`src/rtl/bconv_pkg.sv`:
```
// Shared types and sizing helpers for the BConv feature-map reader.
package bconv_pkg;

    typedef enum logic [1:0] {
        IDLE,
        LOAD,
        STREAM
    } state_t;

    localparam int unsigned DEF_OUTPUT_H = 26;
    localparam int unsigned DEF_OUTPUT_W = 26;

    function automatic int unsigned calc_nwords(input int unsigned h,
                                                input int unsigned w,
                                                input int unsigned ww);
        return (h * w + ww - 1) / ww;
    endfunction

endpackage

```
`src/rtl/bconv_popcount.sv`:
```
// Combinational count of set bits across the flat feature map.
module bconv_popcount #(
    parameter int unsigned N   = 676,
    parameter int unsigned CNT = 10
) (
    input  logic [N-1:0]   bits,
    output logic [CNT-1:0] count
);

    always_comb begin
        count = '0;
        for (int unsigned i = 0; i < N; i++) begin
            count = count + CNT'(bits[i]);
        end
    end

endmodule

```
`src/rtl/bconv_fmap_reader.sv`:
```
// Snapshots the BConv output map and streams it as WORD_W-bit words over valid/ready.
// Define BCONV_READER_POPCOUNT_EN to append a popcount trailer word to each frame.
module bconv_fmap_reader
    import bconv_pkg::*;
#(
    parameter int unsigned OUTPUT_H = DEF_OUTPUT_H,
    parameter int unsigned OUTPUT_W = DEF_OUTPUT_W,
    parameter int unsigned WORD_W   = 16
) (
    input  logic                         clk,
    input  logic                         rst,
    input  logic [OUTPUT_H*OUTPUT_W-1:0] fmap_i,
    input  logic                         fmap_valid_i,
    input  logic                         start_i,
    output logic                         busy_o,
    output logic [WORD_W-1:0]            m_data_o,
    output logic                         m_valid_o,
    input  logic                         m_ready_i,
    output logic                         m_last_o
);

    localparam int unsigned NPIX   = OUTPUT_H * OUTPUT_W;
    localparam int unsigned NWORDS = calc_nwords(OUTPUT_H, OUTPUT_W, WORD_W);
    localparam int unsigned SNAP_W = NWORDS * WORD_W;
`ifdef BCONV_READER_POPCOUNT_EN
    localparam int unsigned FRAME_WORDS = NWORDS + 1;
    localparam int unsigned PC_W        = $clog2(NPIX + 1);
`else
    localparam int unsigned FRAME_WORDS = NWORDS;
`endif
    localparam int unsigned CNT_W = $clog2(FRAME_WORDS + 1);

    state_t             state, state_n;
    logic [SNAP_W-1:0]  snap;
    logic [CNT_W-1:0]   cnt;
    logic [CNT_W-1:0]   next_idx;
    logic [WORD_W-1:0]  sel_word;
    logic               load_snap, load_first, advance, finish;

`ifdef BCONV_READER_POPCOUNT_EN
    logic [PC_W-1:0] pc_comb, pcnt;

    bconv_popcount #(
        .N   (NPIX),
        .CNT (PC_W)
    ) u_popcount (
        .bits  (snap[NPIX-1:0]),
        .count (pc_comb)
    );

    always_ff @(posedge clk) begin
        if (rst) begin
            pcnt <= '0;
        end else if (load_first) begin
            pcnt <= pc_comb;
        end
    end
`endif

    always_ff @(posedge clk) begin
        if (rst) begin
            state <= IDLE;
        end else begin
            state <= state_n;
        end
    end

    always_comb begin
        state_n    = state;
        load_snap  = 1'b0;
        load_first = 1'b0;
        advance    = 1'b0;
        finish     = 1'b0;
        unique case (state)
            IDLE: begin
                if (start_i && fmap_valid_i) begin
                    state_n   = LOAD;
                    load_snap = 1'b1;
                end
            end
            LOAD: begin
                state_n    = STREAM;
                load_first = 1'b1;
            end
            STREAM: begin
                if (m_valid_o && m_ready_i) begin
                    if (m_last_o) begin
                        state_n = IDLE;
                        finish  = 1'b1;
                    end else begin
                        advance = 1'b1;
                    end
                end
            end
            default: state_n = IDLE;
        endcase
    end

    // Index of the word to present after this edge: 0 on LOAD, else the successor.
    assign next_idx = (state == LOAD) ? '0 : cnt + CNT_W'(1);

    always_comb begin
        sel_word = '0;
        for (int unsigned k = 0; k < NWORDS; k++) begin
            if (next_idx == CNT_W'(k)) begin
                sel_word = snap[k*WORD_W +: WORD_W];
            end
        end
`ifdef BCONV_READER_POPCOUNT_EN
        if (next_idx == CNT_W'(NWORDS)) begin
            sel_word = WORD_W'(pcnt);
        end
`endif
    end

    always_ff @(posedge clk) begin
        if (rst) begin
            snap      <= '0;
            cnt       <= '0;
            busy_o    <= 1'b0;
            m_data_o  <= '0;
            m_valid_o <= 1'b0;
            m_last_o  <= 1'b0;
        end else begin
            if (load_snap) begin
                snap   <= SNAP_W'(fmap_i);
                cnt    <= '0;
                busy_o <= 1'b1;
            end
            if (load_first || advance) begin
                cnt       <= next_idx;
                m_data_o  <= sel_word;
                m_valid_o <= 1'b1;
                m_last_o  <= (next_idx == CNT_W'(FRAME_WORDS - 1));
            end
            if (finish) begin
                m_valid_o <= 1'b0;
                m_last_o  <= 1'b0;
                m_data_o  <= '0;
                busy_o    <= 1'b0;
            end
        end
    end

endmodule

```
`config.mk`:
```
export PLATFORM = sky130hd
export DESIGN_NAME = bconv_fmap_reader
export DESIGN_NICKNAME = d
export VERILOG_FILES = /design/src/rtl/bconv_pkg.sv /design/src/rtl/bconv_popcount.sv /design/src/rtl/bconv_fmap_reader.sv
export SDC_FILE = /design/constraint.sdc
export NUM_CORES = 2
export LEC_CHECK = 0
export ABC_CLOCK_PERIOD_IN_PS = 2900
export BUFFER_PORTS_ARGS = -buffer_cell sky130_fd_sc_hd__buf_4
export CORE_MARGIN = 2
export CORE_UTILIZATION = 40
export DETAILED_ROUTE_END_ITERATION = 10
export SLEW_MARGIN = 20
export SYNTH_ARGS = -nofsm -noshare
export SYNTH_HDL_FRONTEND = slang
export SYNTH_HIERARCHICAL = 1
export SYNTH_SLANG_ARGS = --single-unit
```
`constraint.sdc`:
```
create_clock -name clk -period 2.9 [get_ports clk]
set_input_delay 0.145 -clock clk [delete_from_list [all_inputs] [get_ports clk]]
set_output_delay 0.145 -clock clk [all_outputs]
set_load 0.01 [all_outputs]
```
---- Yosys cells after proc, flatten, opt, wreduce, memory -nomap -nowiden ----
Cells that the tools add are included.
Widths: inputs -> output; s select.
operators by class
  add/subtract/negate cells ............... 1
  equal/unequal tests ..................... 47
  multiplexer cells ....................... 59
  reductions and logical operators ........ 8
operator list
  kind                 count
  $mux 16              43
  $eq 6x5->1 const B   16
  $eq 6x6->1 const B   11
  $eq 6x4->1 const B   8
  $eq 6x3->1 const B   4
  $mux 6               3
  $eq 6x2->1 const B   2
  $mux 1               9
  $add 6x1->6 const B  1
  $eq 6x1->1 const B   1
  $logic_not 6->1      1
  $mux 2               3
  $ne 2x2->1 const B   3
  $pmux 2 s3           1
  $reduce_and 3->1     1
  $eq 2x1->1 const B   1
  $eq 2x2->1 const B   1
  $logic_and 1x1->1    2
  $logic_not 2->1      1
  $reduce_bool 2->1    1
  $reduce_or 2->1      1
  $logic_or 1x1->1     1
word-level totals
  flip-flop bits (word level) ............. 703
  input bits .............................. 681
  output and inout port bits .............. 19
  word-level logic and storage cells ...... 122

---- Logic depth before layout (Yosys ltp) ----
  depth after elaboration ................. 46
  depth in mapped cells ................... 13

---- Worst setup path before layout ----
No wires, ideal clock.
  path type ............................... register -> register
  start ................................... reg cnt[1]
  end ..................................... reg m_data_o[0]
  data arrival time ....................... 2.918 ns
  path slack .............................. -0.146 ns
  stages on the path, launching flop included .. 12
  path buffers ............................ 2
  clock period less this slack ............ 3.046 ns
  path through ............................ dfxtp_1 ha_1 clkbuf_1 nor2_1 nand2_1 nor3_1 clkbuf_1 nand2_1 o221a_1 a211o_1 a2111oi_1 nor2_1
between the ends
  word-level cells in the longest chain between the ends .. 46
  elaborated cells between the ends (all ways) .. 88
ends and longest elaborated chain
  element                 line                      source
  start, declared         bconv_fmap_reader.sv:35   logic [CNT_W-1:0] cnt;
  start signal, assigned  bconv_fmap_reader.sv:131  cnt <= next_idx;
  $add 6x1->6 (*)         bconv_fmap_reader.sv:100  assign next_idx = (state == LOAD) ? '0 : cnt + CNT_W'(1);
  $mux 6 (*)              bconv_fmap_reader.sv:100
  $logic_not 6->1         bconv_fmap_reader.sv:105  if (next_idx == CNT_W'(k)) begin
  $mux 16 (42 in a row)   bconv_fmap_reader.sv:105
  $mux 16 (*)             bconv_fmap_reader.sv:105
  end signal, assigned    bconv_fmap_reader.sv:132  m_data_o <= sel_word;
  end, declared           bconv_fmap_reader.sv:16   output logic [WORD_W-1:0] m_data_o,
Mark *: on every way between the ends. The rest lies on a longest branch, timed or not.
A chain may end at the register's enable or synchronous reset.

---- Worst setup path after layout ----
  start ................................... reg cnt[0]
  end ..................................... reg m_data_o[1]
Same word-level chain as after synthesis.

==> summary.txt <==
Status
  • Status: finished with violations
  • Failing checks: setup timing

Floorplan
  • Core Area: between 0.07 and 0.08 mm2
  • Rows: 100
  • Die height: 278 um
  • Ports: 700
  • Chip Width: 278 um
  • Die area: 0.0771 mm2
  • Initial Util: 40.3%

Global routing
  • Total track usage: 41.8%
  • Pin count of the biggest net entering global routing: between 200 and 250
  • Global-route wire length before repair: ~240 mm
  • Vias in the first global route: between 30000 and 40000
  • Global route overflow: 0
  • Initial antenna violation count: 13

Worst setup path
  • Crit path to: m_data_o[1]
  • Worst EP required: 3.39 ns
  • Critical Path AT: 3.63 ns
  • Crit Path Category: reg2reg
  • Reg2reg path depth: 16
  • Crit Reg-Reg Endpoint: m_data_o[1]
  • CP Max Fanout: 5
  • Worst path cell trace: ha_4 > buf_6 > nand3_4 > xnor2_4 > buf_12 > nand4_4 > buf_6 > nor2_4 > buf_12 > a222oi_1 > buf_4 > nand4_1 > a211oi_4 > buf_6 > o21ai_4 > nor4b_4
  • Setup crit start: cnt[0]
  • Crit. End Element: flip-flop
  • Slowest-stage cell, CP: a222oi_1
  • Reg-to-reg startpoint: cnt[0]
  • Crit-path max cell delay: around 0.39 ns
  • Startpoint types: flip-flop
  • Flop2flop setup slack: -0.23 ns
  • Cell mode on critical path: buf_6

Synthesis
  • Yosys warns: 6
  • Largest cells by area after synthesis: dfxtp_1 (47%), nand2_1 (18%), a21oi_1 (13%)
  • Post-synthesis sequential element count: 703
  • Yosys top cell area share: a little under half
  • Syn avg cell area: 7.47 um2
  • Synth area leader: dfxtp_1
  • Sequential area share after synthesis: 47.0%
  • Primary FF master, synth: dfxtp_1
  • Post-Syn Instances: 4011
  • Async S/R FF share, synth: 0%
  • Synth cell types: 90
  • Post-synth EDFFs: 0
  • Cell Area, Synth: 0.0300 mm2
  • Syn Nets: approximately 4700

Pwr
  • Switching fraction of total power: 25.6%
  • PwrDens: about 470 mW/mm2
  • Share of power burned in registers: 43.6%
  • Leak: approximately 21 nW
  • Peak VDD IR: 0.000381 V
  • Comb pwr share: 13.5%
  • Switching power: 6.20 mW
  • Internal power: ~18 mW
  • Clk pwr share: a little over two fifths

Layout
  • Layout fillers: just under 6000
  • Final Core Density: between 60% and 70%
  • Final net count: 6457
  • Share of cells above drive strength 1: 27.8%
  • Area delta synth->final: 71.9%

Min path
  • Worst min-delay path category: in2reg
  • Hold_sp: fmap_valid_i

Timing
  • Unrepaired setup endpoints after global routing: yes
  • Worst Tran Pin Value: 1.15 ns
  • Hold Fails Final Rpt: 0
  • Setup TNS: -2.42 ns
  • Crit path time final: 3.13 ns
  • Fin crit share: 108%
  • Final setup vio count: 16
  • Fmax: 0.319 GHz
  • Final Skew: approximately 0.025 ns
  • Max-slew headroom at the worst pin: 23.5%
  • Final slew viol count: 0
  • Final hold slack: slightly above 0.09 ns
  • Setup slack after layout: -0.235 ns

Route
  • WL per Instance: 24.7 um
  • Drt initial violations: about 4000
  • First drt pass iteration count: 9
  • Vias/cell: between 5 and 6
  • DRC Markers: 0
  • Routed WL: 168 mm
  • Routed Antenna Nets: 0
  • Detailed-route via count: 38600

Placed design
  • GPL Wtd Cong: 1.00
  • Dpl hpwl: roughly 120 mm
  • PortBufs: 699

Clocking
  • Worst-skew pair later-pin latency: 0.65 ns
  • Clock buffer depth: 3
  • Root Driver: clkbuf_16
  • CTS tree: done
  • H-tree levels: 3
  • Clk slew on worst S/H paths: 0.06 ns
  • # clock sinks: 703
  • CTS Buf Count: 74

Flow run
  • Max Cap Viol: 0
## cell type report
class	count	area (um2)	share of cell area (%)
Clock inverter	34	474	0.920
Tap cell	969	1210	2.35
Inverter	6	22.5	0.0437
Antenna cell	11	27.5	0.0534
Timing Repair Buffer	1998	17500	34.1
Clock buffer	100	2160	4.20
Multi-Input combinational cell	2992	16000	31.0
Sequential cell	703	14100	27.3
## timing repair
action                                  4_1_cts  5_1_grt
pin swaps                                    65       51
setup buffers                                36       19
endpoints found under the hold margin       684        0
endpoints found under the setup margin       16       16
hold buffers                                715        0
gates cloned                                  3        0
resized for setup                           213       84
## layout by cell type, fill, tap and decap left out, types with 31 or more instances in the layout
| master | count |
|---|---|
| o22ai_1 | 31 |
| buf_12 | 40 |
| a22oi_1 | 62 |
| clkbuf_16 | 77 |
| dlygate4sd3_1 | 715 |
| dfxtp_1 | 699 |
| buf_6 | 51 |
| a221oi_1 | 43 |
| nor2_1 | 83 |
| a21oi_1 | 740 |
| o21ai_0 | 62 |
| nand2_1 | 1455 |
| nand3_1 | 47 |
| buf_4 | 1184 |
## stage by stage
step / cells / power [mW] / area (um2) / worst slack [ns]
after floorplan: 4011 / 11.5 / 30000 / 0.00645
after global placement: 5905 / 13.0 / 39900 / -0.973
after detailed placement: 5905 / 13.1 / 39900 / -0.903
after CTS: 6787 / 24.1 / 50900 / -0.182
after global routing: 6808 / 24.8 / 51500 / -0.296
final: 6813 / 24.2 / 51500 / -0.235
## flip-flops by register name (all words and copies together), names as in the netlist
signal     count
snap         676
m_data_o      16
cnt            6
state          2
busy_o         1
m_last_o       1
m_valid_o      1
## critical path, delay by kind of cell, from the launching register on
family / cells / cell delay, ns
buffers and inverters: 6 / 0.88
AOI/OAI and AO/OA: 3 / 0.75
and+or+nand+nor: 5 / 0.61
DFF: 1 / 0.38
adders and majority gates: 1 / 0.20
xor gates and xnor gates: 1 / 0.16
## how the worst min path moves through the flow
stage	to	slack, ns	cells after the start
floorplan	snap[110]	0.28	2
global placement	snap[199]	0.39	3
detailed placement	snap[538]	0.40	3
CTS	snap[665]	0.07	4
global route	snap[665]	0.09	4
finish	snap[653]	0.09	4
## metal layers
metal  global-route usage (%)  routed length, um  vias up
met5                        0                 68        -
met4                     25.8              12200       10
met3                     7.34              12700      615
met2                     70.2              79200     2129
met1                     49.7              64000    18400
li1                         -                  -    17500
## cell families (layout without fill, tap and decap cells)
family | count (synthesis) | after routing | share of synthesized area (%)
adders and majority gates | 1 | 1 | 0.0417
and+or+nand+nor | 1765 | 1765 | 23.9
AOI/OAI and AO/OA | 1210 | 1210 | 24.4
xor gates and xnor gates | 7 | 7 | 0.367
DFF | 703 | 703 | 47.0
muxes | 9 | 9 | 0.317
other | 0 | 11 | 0
buffers and inverters | 316 | 2138 | 4.08
## synth_stat cells, types with 22 or more instances
cell / instances
nand4_1: 30
nand2_1: 1461
clkbuf_1: 283
nor3_1: 48
a211oi_1: 22
nand3_1: 57
a21oi_1: 755
o22ai_1: 32
a22o_1: 27
a22oi_1: 68
a222oi_1: 23
nor2_1: 93
o21ai_0: 75
a221oi_1: 70
dfxtp_1: 703
## power by group through the flow
| stage | Clock (mW) | Sequential, mW | Combinational (mW) |
|---|---|---|---|
| 2_1_floorplan | 0 | 10.5 | 1.05 |
| 3_3_place_gp | 0 | 10.7 | 2.30 |
| 3_5_place_dp | 0 | 10.7 | 2.32 |
| 4_1_cts | 10.4 | 10.5 | 3.14 |
| 5_1_grt | 10.8 | 10.6 | 3.48 |
| 6_report | 10.4 | 10.6 | 3.27 |
(Power assumes the default switching activity.)
